### config.mk
export PLATFORM = sky130hd
export DESIGN_NAME = q_update_sched
export DESIGN_NICKNAME = d
export VERILOG_FILES = /design/src/rtl/q_update_sched_pkg.sv /design/src/rtl/q_update_sched_fp_greater.sv /design/src/rtl/q_update_sched.sv
export SDC_FILE = /design/constraint.sdc
export NUM_CORES = 1
export LEC_CHECK = 0
export BUFFER_PORTS_ARGS = -buffer_cell sky130_fd_sc_hd__buf_2
export CAP_MARGIN = 20
export CORE_AREA = 2 2 125 127
export CTS_CLUSTER_DIAMETER = 150
export DETAILED_ROUTE_END_ITERATION = 10
export DIE_AREA = 0 0 127 129
export PLACE_DENSITY = 0.8
export SKIP_LAST_GASP = 1
export SLEW_MARGIN = 20
export SYNTH_ARGS = -nofsm -noshare
export SYNTH_HDL_FRONTEND = slang
export SYNTH_HIERARCHICAL = 1
export SYNTH_SLANG_ARGS = --single-unit
### constraint.sdc
create_clock -name clk -period 3 [get_ports clk]
set_input_delay 0.3 -clock clk [delete_from_list [all_inputs] [get_ports clk]]
set_output_delay 0.3 -clock clk [all_outputs]
set_load 0.02 [all_outputs]
### src/rtl/q_update_sched_pkg.sv
// Shared constants and FSM encoding for the q_update scheduler and its helpers.
package q_update_sched_pkg;

  localparam int DATA_WIDTH   = 32;
  localparam int STATE_WIDTH  = 8;
  localparam int ACTION_WIDTH = 2;
  localparam int ACTION_NUM   = 2 ** ACTION_WIDTH;
  localparam int ADDR_WIDTH   = STATE_WIDTH + ACTION_WIDTH;

  localparam logic [DATA_WIDTH-1:0] FP_ZERO = 32'h0000_0000;

  typedef enum logic [2:0] {
    ST_IDLE,
    ST_RD_Q,
    ST_RD_NXT,
    ST_RD_LAST,
    ST_ISSUE,
    ST_WAIT_QU,
    ST_WRITE
  } sched_state_t;

endpackage

### src/rtl/q_update_sched_fp_greater.sv
// Combinational a > b for IEEE-754 single precision; +0 and -0 compare equal.
module fp_greater
  import q_update_sched_pkg::*;
(
  input  logic [DATA_WIDTH-1:0] a,
  input  logic [DATA_WIDTH-1:0] b,
  output logic                  gt
);

  logic                  sign_a;
  logic                  sign_b;
  logic [DATA_WIDTH-2:0] mag_a;
  logic [DATA_WIDTH-2:0] mag_b;

  assign sign_a = a[DATA_WIDTH-1];
  assign sign_b = b[DATA_WIDTH-1];
  assign mag_a  = a[DATA_WIDTH-2:0];
  assign mag_b  = b[DATA_WIDTH-2:0];

  always_comb begin
    gt = 1'b0;
    if (mag_a == '0 && mag_b == '0) begin
      gt = 1'b0;
    end else if (sign_a != sign_b) begin
      gt = sign_b;
    end else if (!sign_a) begin
      gt = (mag_a > mag_b);
    end else begin
      gt = (mag_a < mag_b);
    end
  end

endmodule

### src/rtl/q_update_sched.sv
// Sequences one transition through Q-table reads, max search, one q_update op and write-back.
module q_update_sched
  import q_update_sched_pkg::*;
(
  input  logic                    clk,
  input  logic                    rst_n,
  input  logic                    i_valid,
  output logic                    o_ready,
  input  logic [STATE_WIDTH-1:0]  i_state,
  input  logic [ACTION_WIDTH-1:0] i_action,
  input  logic [DATA_WIDTH-1:0]   i_reward,
  input  logic [STATE_WIDTH-1:0]  i_next_state,
  input  logic                    i_terminal,
  output logic                    o_mem_rd_en,
  output logic [ADDR_WIDTH-1:0]   o_mem_rd_addr,
  input  logic [DATA_WIDTH-1:0]   i_mem_rd_data,
  output logic                    o_mem_wr_en,
  output logic [ADDR_WIDTH-1:0]   o_mem_wr_addr,
  output logic [DATA_WIDTH-1:0]   o_mem_wr_data,
  output logic                    o_qu_valid,
  output logic [DATA_WIDTH-1:0]   o_qu_q,
  output logic [DATA_WIDTH-1:0]   o_qu_max_q,
  output logic [DATA_WIDTH-1:0]   o_qu_rt,
  input  logic                    i_qu_valid,
  input  logic [DATA_WIDTH-1:0]   i_qu_q_new,
  output logic                    o_done,
  output logic [ACTION_WIDTH-1:0] o_best_action,
  output logic                    o_error
);

  localparam logic [ACTION_WIDTH-1:0] LAST_IDX = ACTION_WIDTH'(ACTION_NUM - 1);

  sched_state_t            state_reg;
  sched_state_t            state_next;
  logic [STATE_WIDTH-1:0]  s_reg;
  logic [STATE_WIDTH-1:0]  ns_reg;
  logic [ACTION_WIDTH-1:0] a_reg;
  logic [DATA_WIDTH-1:0]   r_reg;
  logic                    term_reg;
  logic [ACTION_WIDTH-1:0] idx_reg;
  logic [ACTION_WIDTH-1:0] idx_next;
  logic                    tag_vld_reg;
  logic                    tag_is_q_reg;
  logic [ACTION_WIDTH-1:0] tag_idx_reg;
  logic [DATA_WIDTH-1:0]   q_reg;
  logic [DATA_WIDTH-1:0]   max_reg;
  logic [ACTION_WIDTH-1:0] best_reg;
  logic [DATA_WIDTH-1:0]   q_new_reg;
  logic [ACTION_WIDTH-1:0] best_out_reg;
  logic                    error_reg;
  logic                    transfer;
  logic                    cand_gt;

  assign transfer = i_valid && (state_reg == ST_IDLE);

  fp_greater u_cmp (
    .a  (i_mem_rd_data),
    .b  (max_reg),
    .gt (cand_gt)
  );

  always_comb begin
    state_next    = state_reg;
    idx_next      = idx_reg;
    o_ready       = 1'b0;
    o_mem_rd_en   = 1'b0;
    o_mem_rd_addr = '0;
    o_mem_wr_en   = 1'b0;
    o_mem_wr_addr = '0;
    o_mem_wr_data = '0;
    o_qu_valid    = 1'b0;
    o_done        = 1'b0;
    case (state_reg)
      ST_IDLE: begin
        o_ready = 1'b1;
        if (i_valid) state_next = ST_RD_Q;
      end
      ST_RD_Q: begin
        o_mem_rd_en   = 1'b1;
        o_mem_rd_addr = {s_reg, a_reg};
        idx_next      = '0;
        state_next    = term_reg ? ST_RD_LAST : ST_RD_NXT;
      end
      ST_RD_NXT: begin
        o_mem_rd_en   = 1'b1;
        o_mem_rd_addr = {ns_reg, idx_reg};
        idx_next      = idx_reg + 1'b1;
        if (idx_reg == LAST_IDX) state_next = ST_RD_LAST;
      end
      ST_RD_LAST: state_next = ST_ISSUE;
      ST_ISSUE: begin
        o_qu_valid = 1'b1;
        state_next = ST_WAIT_QU;
      end
      ST_WAIT_QU: begin
        if (i_qu_valid) state_next = ST_WRITE;
      end
      ST_WRITE: begin
        o_mem_wr_en   = 1'b1;
        o_mem_wr_addr = {s_reg, a_reg};
        o_mem_wr_data = q_new_reg;
        o_done        = 1'b1;
        state_next    = ST_IDLE;
      end
      default: state_next = ST_IDLE;
    endcase
  end

  always_ff @(posedge clk) begin
    if (!rst_n) begin
      state_reg    <= ST_IDLE;
      s_reg        <= '0;
      ns_reg       <= '0;
      a_reg        <= '0;
      r_reg        <= '0;
      term_reg     <= 1'b0;
      idx_reg      <= '0;
      tag_vld_reg  <= 1'b0;
      tag_is_q_reg <= 1'b0;
      tag_idx_reg  <= '0;
      q_reg        <= '0;
      max_reg      <= '0;
      best_reg     <= '0;
      q_new_reg    <= '0;
      best_out_reg <= '0;
      error_reg    <= 1'b0;
    end else begin
      state_reg <= state_next;
      idx_reg   <= idx_next;

      if (transfer) begin
        s_reg    <= i_state;
        a_reg    <= i_action;
        r_reg    <= i_reward;
        ns_reg   <= i_next_state;
        term_reg <= i_terminal;
        // Terminal transitions never overwrite these, leaving max = +0.0, best = 0.
        max_reg  <= FP_ZERO;
        best_reg <= '0;
      end

      // Tag travels one cycle behind the read strobe, matching RAM read latency.
      tag_vld_reg  <= o_mem_rd_en;
      tag_is_q_reg <= (state_reg == ST_RD_Q);
      tag_idx_reg  <= idx_reg;

      if (tag_vld_reg) begin
        if (tag_is_q_reg) begin
          q_reg <= i_mem_rd_data;
        end else if (tag_idx_reg == '0 || cand_gt) begin
          max_reg  <= i_mem_rd_data;
          best_reg <= tag_idx_reg;
        end
      end

      if (state_reg == ST_WAIT_QU && i_qu_valid) begin
        q_new_reg    <= i_qu_q_new;
        best_out_reg <= best_reg;
      end

      if (i_qu_valid && state_reg != ST_WAIT_QU) error_reg <= 1'b1;
    end
  end

  assign o_qu_q        = q_reg;
  assign o_qu_max_q    = max_reg;
  assign o_qu_rt       = r_reg;
  assign o_best_action = best_out_reg;
  assign o_error       = error_reg;

endmodule
==> metrics list, run 1 <==
* H-tree levels: 4
- Iteration-0 DRC count of the detailed router: 632
- Tracing the worst setup path back leads to its startpoint at o_qu_max_q[24].
- Crit share post-route: 0.950
- Maximum number of pins on one net before global-route repair: 86
- A synthesized cell averages around 7.7 um^2.
- After clock tree synthesis, the flow added hold-fix buffers numbering 0.
- Commonest cells post-synth: nand2_1, dfxtp_1, a21oi_1
- Post-layout nets: between 1,000 and 1,500
- Across all layers, the routed design uses 7,520 vias.
* Die Area: 16,400 um^2
- TritonCTS clock tree: yes
- The path class of the tightest hold or removal check is in -> reg.
* FP Rows: 45
- Area growth from synthesis to layout: 27.6%
- Kind of end point of the critical path: register
* Global-route wire length before repair: 32,900 um
* Utilization after layout: 0.615
* Count of flip-flops with a built-in enable after synthesis: 0
- Summed over all failing endpoints, the final setup total negative slack is 0 ns.
- In the final layout, the share of cells above drive strength 1 is 0.283.
- Prevailing post-synth register cell: dfxtp_1
- Subtracting the final worst setup slack from the clock period gives 2.85 ns.
* Required time reported for the critical path endpoint: about 3.3 ns
* Placed wire-length estimate: 14,600 um
- Across the run, the number of max-cap violations was 0.
- Die extent in x: 127 um
- Dominant cell type by area after synthesis: dfxtp_1
- Once placement finished, the instance area stood at 8610 um^2.
- Headroom to the max-slew limit came out at 0.383.
- Number of sinks driven by the clock tree: around 160
* Power density over the cells: 576 nW/um^2
- Detailed-router iteration count before antenna repair: 5
- The startpoint identified for the worst register-to-register timing path is o_qu_max_q[24].
- The worst-case IR drop observed on VDD is 0.390 mV.
- Library cell with the highest instance count after synthesis: nand2_1
- Post-synthesis register bit count: ~160
* CTS Buf Count: 17
- In the final layout, the multi-input gates occupy 3550 um^2.
- By area the synthesized netlist is led by dfxtp_1, nand2_1, a21oi_1, ha_1, nand4_1.
- Yosys synthesis warning count: 6
- In this run the critical register-to-register path is captured at o_qu_max_q[19].
* Overflow left after global routing: 0
* Register area: 3220 um^2
- Count of distinct cell types in the synthesized netlist: 45
* Arrival time reported for the critical path endpoint: 3.17 ns
- Antenna Nets Post-Route: 0
* Filler Cells Inserted: 1,381
* Root Driver: clkbuf_16
- For the pin with the worst max-slew slack, the measured transition is 0.925 ns.
- Type of element launching the critical path: register
- For this design the total switching power over the nets is 1.46 mW.
* Initial cell density of the core: 0.482
- The worst setup path is of the reg -> reg kind.
- Once layout is done, the placed cells without fillers occupy 9210 um^2.
- The number of antenna diodes in the final layout is 0.
- IO buf count: around 270
* Switching Share: 0.274
* Antenna violations before repair: 0
* Vias in the first global route: about 7,000
- Fraction of synthesized cell area taken by the top area cell type: 0.446
- The share of total power dissipated in sequential elements is 0.440.
- Synthesis produced a netlist whose cell count is around 940.
* DRC errors left: 0
* Worst Skew: between 0.004 and 0.005 ns
- Detailed-route wire length per cell: approximately 16 um
- Measured along the y axis, the die boundary spans 129 um.
- Share of synthesized flip-flops with an asynchronous set or reset: 0
- Global routing usage summed across all routing layers: 0.247
* Unrepaired setup endpoints after global routing: false
- Internal Pwr Total: between 3 and 4 mW
- In this run the cell area of the synthesized design comes to 7220 um^2.
- The region available for standard cell placement spans 15,000 um^2.
- Number of pins exceeding their max-slew limit in the final report: 0
- Routability cong.: 0.920
- The final hold violation count was 0.
- The clock passes through at most 2 buffers.
* Highest fanout seen on the critical path: 26
- Reg-to-reg setup timing slack: ~0.15 ns
- For this run, the register share of the synthesized area comes to 0.446.
- After clock tree synthesis, the clock-pin slew on the worst setup and hold paths is 0.06 ns.
- For this design the static power due to leakage is 4.18 nW.
- Measured in cells, the most critical reg-to-reg path has a length of 12.
- Final setup vio count: 0
- Top-level port count: around 280
- DRT Wirelength: 21,300 um
- Using the TritonRoute via totals, the vias-per-cell ratio works out to between 5 and 6.
* Clock power share: 0.403
- The share of total power dissipated in combinational logic is 0.157.
- The later pin in the worst-skew pair is clocked with a latency of 0.41 ns.
- The run finished with clean final reports.
- The critical path ends at o_qu_max_q[19].
- Total nets after synthesis: 1,087
- Maximum operating frequency: 0.351 GHz
==> kinds of logic (layout without fill, tap and decap cells) <==
group                    count (synthesis)  count (layout)  synth area share
AO/OA/AOI/OAI                          198             198             0.149
flip-flops                             161             161             0.446
buffers and inverters                  113             351            0.0676
AND/OR/NAND/NOR                        431             431             0.280
adder cells (fa/ha/maj)                 32              32            0.0555
multiplexers                             1               1           0.00156
==> power groups by stage <==
stage	clock network (mW)	registers [mW]	logic [mW]
2_1_floorplan	0	2.43	0.466
3_5_place_dp	0	2.38	0.816
3_3_place_gp	0	2.37	0.807
5_1_grt	2.27	2.35	0.907
4_1_cts	2.18	2.33	0.823
6_report	2.14	2.33	0.834
==> area by class of cell <==
class,instances,area share
multi-input cells,662,0.385
flip-flops and latches,161,0.350
well taps,188,0.0255
inverters,33,0.0137
clock inverters,5,0.00842
clock buffers,24,0.0545
repair buffers,289,0.163
==> layout by cell type (no fill, tap or decap), drive strengths merged, types with 2 or more instances in the layout <==
master,Yosys,layout
nor2b,4,4
and3,42,42
dfxtp,161,161
clkbuf,56,24
nor4b,2,2
nand2b,2,2
nor3,4,4
ha,32,32
nand3b,2,2
clkinv,0,2
nor4,17,17
o21bai,2,2
buf,24,289
nand2,247,247
and2,6,6
o21ai,39,39
a31oi,2,2
nand3,38,38
nand4,43,43
a22oi,11,11
a221oi,2,2
inv,33,33
bufinv,0,2
nor2,19,19
o21a,3,3
nand4b,2,2
a21o,3,3
a21oi,131,131
==> worst max-delay path, stage by stage, from the launching register on <==
cell and delay, ns:
dfxtp_1 0.44, inv_1 0.07, ha_1 0.29, nand4_1 0.19
inv_1 0.08, a221oi_2 0.30, o21a_1 0.18, o21ai_2 0.06
mux2_2 0.30, o21bai_2 0.20, and2_0 0.17, buf_4 0.23
o21ai_0 0.24
==> worst min path at each step <==
| stage | slack, ns | cells past startpoint | start | end |
|---|---|---|---|---|
| detailed placement | 0.44 | 2 | o_qu_rt[20] | o_qu_rt[20] |
| CTS | 0.1 | 3 | i_reward[0] | o_qu_rt[0] |
| floorplan | 0.43 | 2 | q_new_reg[31] | q_new_reg[31] |
| global route | 0.10 | 3 | i_reward[1] | o_qu_rt[1] |
| global placement | 0.44 | 2 | q_new_reg[28] | q_new_reg[28] |
| finish | 0.12 | 3 | i_qu_q_new[19] | q_new_reg[19] |
==> layer usage <==
layer  global-route usage  wire (um)
met1                0.305       8720
met2                0.394       9840
met3               0.0761       2020
met4                0.120        762
met5                    0          0
==> through the flow <==
stage                     hold slack [ns]  total power, mW  setup slack, ns  cells
final                               0.118             5.30            0.150   1362
after global routing                0.101             5.52           0.0147   1362
after CTS                          0.0994             5.33            0.205   1362
after detailed placement            0.443             3.19            0.204   1333
after global placement              0.437             3.18            0.296   1333
after floorplan                     0.432             2.89            0.193    936
==> what timing repair did <==
action / CTS / global route
endpoints found under the setup margin: 0 / 1
buffers inserted: 0 / 0
resized for setup: 0 / 2
Note: power is estimated with default switching activity, not from simulation.
==> run 2, diff against run 1 <==
--- a/config.mk
+++ b/config.mk
@@ -7,11 +7,13 @@
 export LEC_CHECK = 0
 export BUFFER_PORTS_ARGS = -buffer_cell sky130_fd_sc_hd__buf_2
 export CAP_MARGIN = 20
-export CORE_AREA = 2 2 125 127
+export CORE_AREA = 2 2 129 131
+export CTS_BUF_LIST = sky130_fd_sc_hd__clkbuf_4 sky130_fd_sc_hd__clkbuf_8
 export CTS_CLUSTER_DIAMETER = 150
 export DETAILED_ROUTE_END_ITERATION = 10
-export DIE_AREA = 0 0 127 129
-export PLACE_DENSITY = 0.8
+export DIE_AREA = 0 0 131 133
+export GPL_TIMING_DRIVEN = 0
+export PLACE_DENSITY = 0.78
 export SKIP_LAST_GASP = 1
 export SLEW_MARGIN = 20
 export SYNTH_ARGS = -nofsm -noshare
==> constraint.sdc (replaced) <==
create_clock -name clk -period 2.6 [get_ports clk]
set_input_delay 0.26 -clock clk [delete_from_list [all_inputs] [get_ports clk]]
set_output_delay 0.26 -clock clk [all_outputs]
set_load 0.02 [all_outputs]
==> run 2 against run 1 <==
Maximum frequency up 2.9%. Largest cell class unchanged. Global-route usage grew 1.5 points. Clock skew grew 0.0092 ns. Cell count grew 8.4%. The run now ends with setup timing left. Worst setup slack got worse by 0.32 ns. Critical endpoint is now o_qu_max_q[20]. Critical path type unchanged. Critical path depth is 1 higher. Largest power group unchanged. Worst hold slack worse by 0.089 ns. Highest routed layer unchanged.
==> metrics list, run 2 (synthesis results as in run 1) <==
* Max-slew headroom: 0.422
- Detailed-route wire length per cell: 16.1 um
- Number of sinks driven by the clock tree: around 160
* Post-layout nets: 1,394
- Die Y-Extent: 133 um
- Filler Cells Inserted: 1,471
- DRC errors left: 0
* Die Area: roughly 17,000 um^2
- The first routing iteration left 570 violations.
* Kind of end point of the critical path: register
- After legalization and detailed placement, the total HPWL measured between 15,000 and 20,000 um.
* Hold-fix buffers, CTS: 0
- Worst Skew: approximately 0.014 ns
- Overflow left after global routing: 0
- Setup tns final: -4.77 ns
- The area growth from synthesis to layout is 35.7%.
- Number of pins exceeding their max-slew limit in the final report: 0
- Of the available clock period, the critical path in the final layout requires 1.07.
- Outcome: finished, violations left
- Crit path time final: 2.77 ns
- The longest clock path from root to sink contains 2 buffers.
- The sequential cells in the finished layout cover a total of 3260 um^2.
- Final setup vio count: 34
* Unrepaired setup endpoints after global routing: true
* Delay contributed by the slowest stage of the critical path: between 0.3 and 0.4 ns
* Critical Setup Path Class: reg -> reg
* Utilization after layout: 0.606
- Of all nets on the critical path, the largest fanout is 6.
- Clock transition at the registers of the reported paths: ~0.090 ns
* Global-route wire length before repair: 36,100 um
- For this run, the detailed router's first-pass iteration total came to 5.
* DRT Wirelength: 23,700 um
* Vias in the first global route: 7,369
- Across all setup checks in the final design, the least slack found is -0.170 ns.
* FP Rows: 47
* Final Hold Vio Count: 0
- Violations in the final reports: setup timing
- Fraction of layout instances using a drive strength above 1: 0.333
- Combined area of the multi-input logic cells: between 3000 and 4000 um^2
- Global routing usage summed across all routing layers: 0.262
* Arrival time reported for the critical path endpoint: around 3.2 ns
* H-tree levels: 4
- The library cell used most frequently in the layout, excluding fill and tap cells, is buf_2.
* Final Cell Area: 9800 um^2
* Max-cap check violation count: 0
- Hold WC Path Type: in -> reg
- Most repeated library cell on the critical path: clkbuf_16
- Root Driver: clkbuf_8
- TritonCTS created 17 clock buffers.
- Routability cong.: 0.886
* Maximum number of pins on one net before global-route repair: 17
* Placeable core region: 16,200 um^2
- Critical-path top delay cell: dfxtp_4
- Prior to clock tree synthesis, the placed netlist has a worst setup slack of -0.334 ns.
* Type of element launching the critical path: register
- TritonCTS clock tree: yes
- Total Power: 5.86 mW
* Leakage power of the design: roughly 4.4 nW
- Initial cell density of the core: 0.446
- Required time reported for the critical path endpoint: 2.99 ns
* IO buf count: approximately 270
- Via count normalized by instance count: 5.39
- Once detail routing completed, the nets flagged for antenna violations numbered 0.
* Post-place instance area: 8940 um^2
- At the later pin of the worst-skew pair, clock insertion delay measures 0.46 ns.
- The worst-case IR drop observed on VDD is 0.386 mV.
- The library cells used most frequently in the layout, excluding fill and tap cells, are buf_2, nand2_1, dfxtp_1, a21oi_1, clkbuf_1.
* Top-level port count: roughly 280
- Static timing analysis puts the maximum clock frequency at around 0.36 GHz.
* Antenna violations before repair: 0
- Die extent in x: 131 um
- Dividing total power by cell area gives a power density of 598 nW/um^2.
* List of cells traversed by the critical path: inv_2, ha_4, nand4_1, nor4_4, a221oi_2, o21a_1, o21ai_2, mux2_4, o21bai_4, and2_4, clkbuf_16, clkbuf_16, o21ai_1
* Total via count in the routed design: 7,959
* Diodes inserted: 0
- For the pin with the worst max-slew slack, the measured transition is 0.865 ns.
==> run 2: changes by cell type in the layout (fill, tap and decap cells not counted), sizes merged <==
cell	delta
clkinvlp	+2
clkinv	+1
inv	+2
buf	+22
bufinv	+1
clkbuf	+54
==> run 2: per-stage QoR <==
step | cells | hold slack [ns]
2_1_floorplan | 936 | 0.393
3_3_place_gp | 1430 | 0.438
3_5_place_dp | 1430 | 0.443
4_1_cts | 1473 | 0.00497
5_1_grt | 1476 | 0.00140
6_report | 1476 | 0.0289
==> run 2: repair_timing <==
action / CTS / global route
gates cloned: 4 / 0
setup buffers: 7 / 3
pin swaps: 36 / 10
setup endpoints to repair: 46 / 45
resized for setup: 42 / 49
==> run 2: layout make-up <==
class                           instances  area share
Timing Repair Buffer                  288       0.153
Tap cell                              220      0.0281
Buffer                                 80      0.0466
Inverter                               33      0.0126
Clock inverter                         11      0.0156
Multi-Input combinational cell        662       0.382
Sequential cell                       161       0.333
Clock buffer                           21      0.0289
==> run 2: final timing paths <==
| kind | startpoint | to | slack, ns | cells past startpoint |
|---|---|---|---|---|
| worst max-delay path | o_qu_max_q[24] | o_qu_max_q[20] | -0.17 | 13 |
| worst min-delay path | i_state[6] | s_reg[6] | 0.03 | 3 |
| worst max register to register | o_qu_max_q[24] | o_qu_max_q[20] | -0.17 | 13 |
| worst min register to register | q_new_reg[15] | q_new_reg[15] | 0.45 | 2 |
==> run 2: worst max-delay path: cells and delay by family, from the launching register on <==
family,cells,cell delay (ns)
simple gates,3,0.70
flops,1,0.38
buf+inv,3,0.37
compound gates,5,0.66
fa+ha+maj,1,0.26
mux,1,0.32
==> run 2: power breakdown <==
part / switching [mW] / internal [mW]
Combinational: 0.732 / 0.448
Sequential: 0.0841 / 2.58
Clock: 0.964 / 1.05
==> run 2: metal layers <==
metal / routed length, um / vias to the layer above / global-route usage
li1: - / 3815 / -
met1: 9810 / 3724 / 0.328
met2: 11300 / 361 / 0.420
met3: 1920 / 59 / 0.0716
met4: 707 / 0 / 0.113
met5: 0 / - / 0
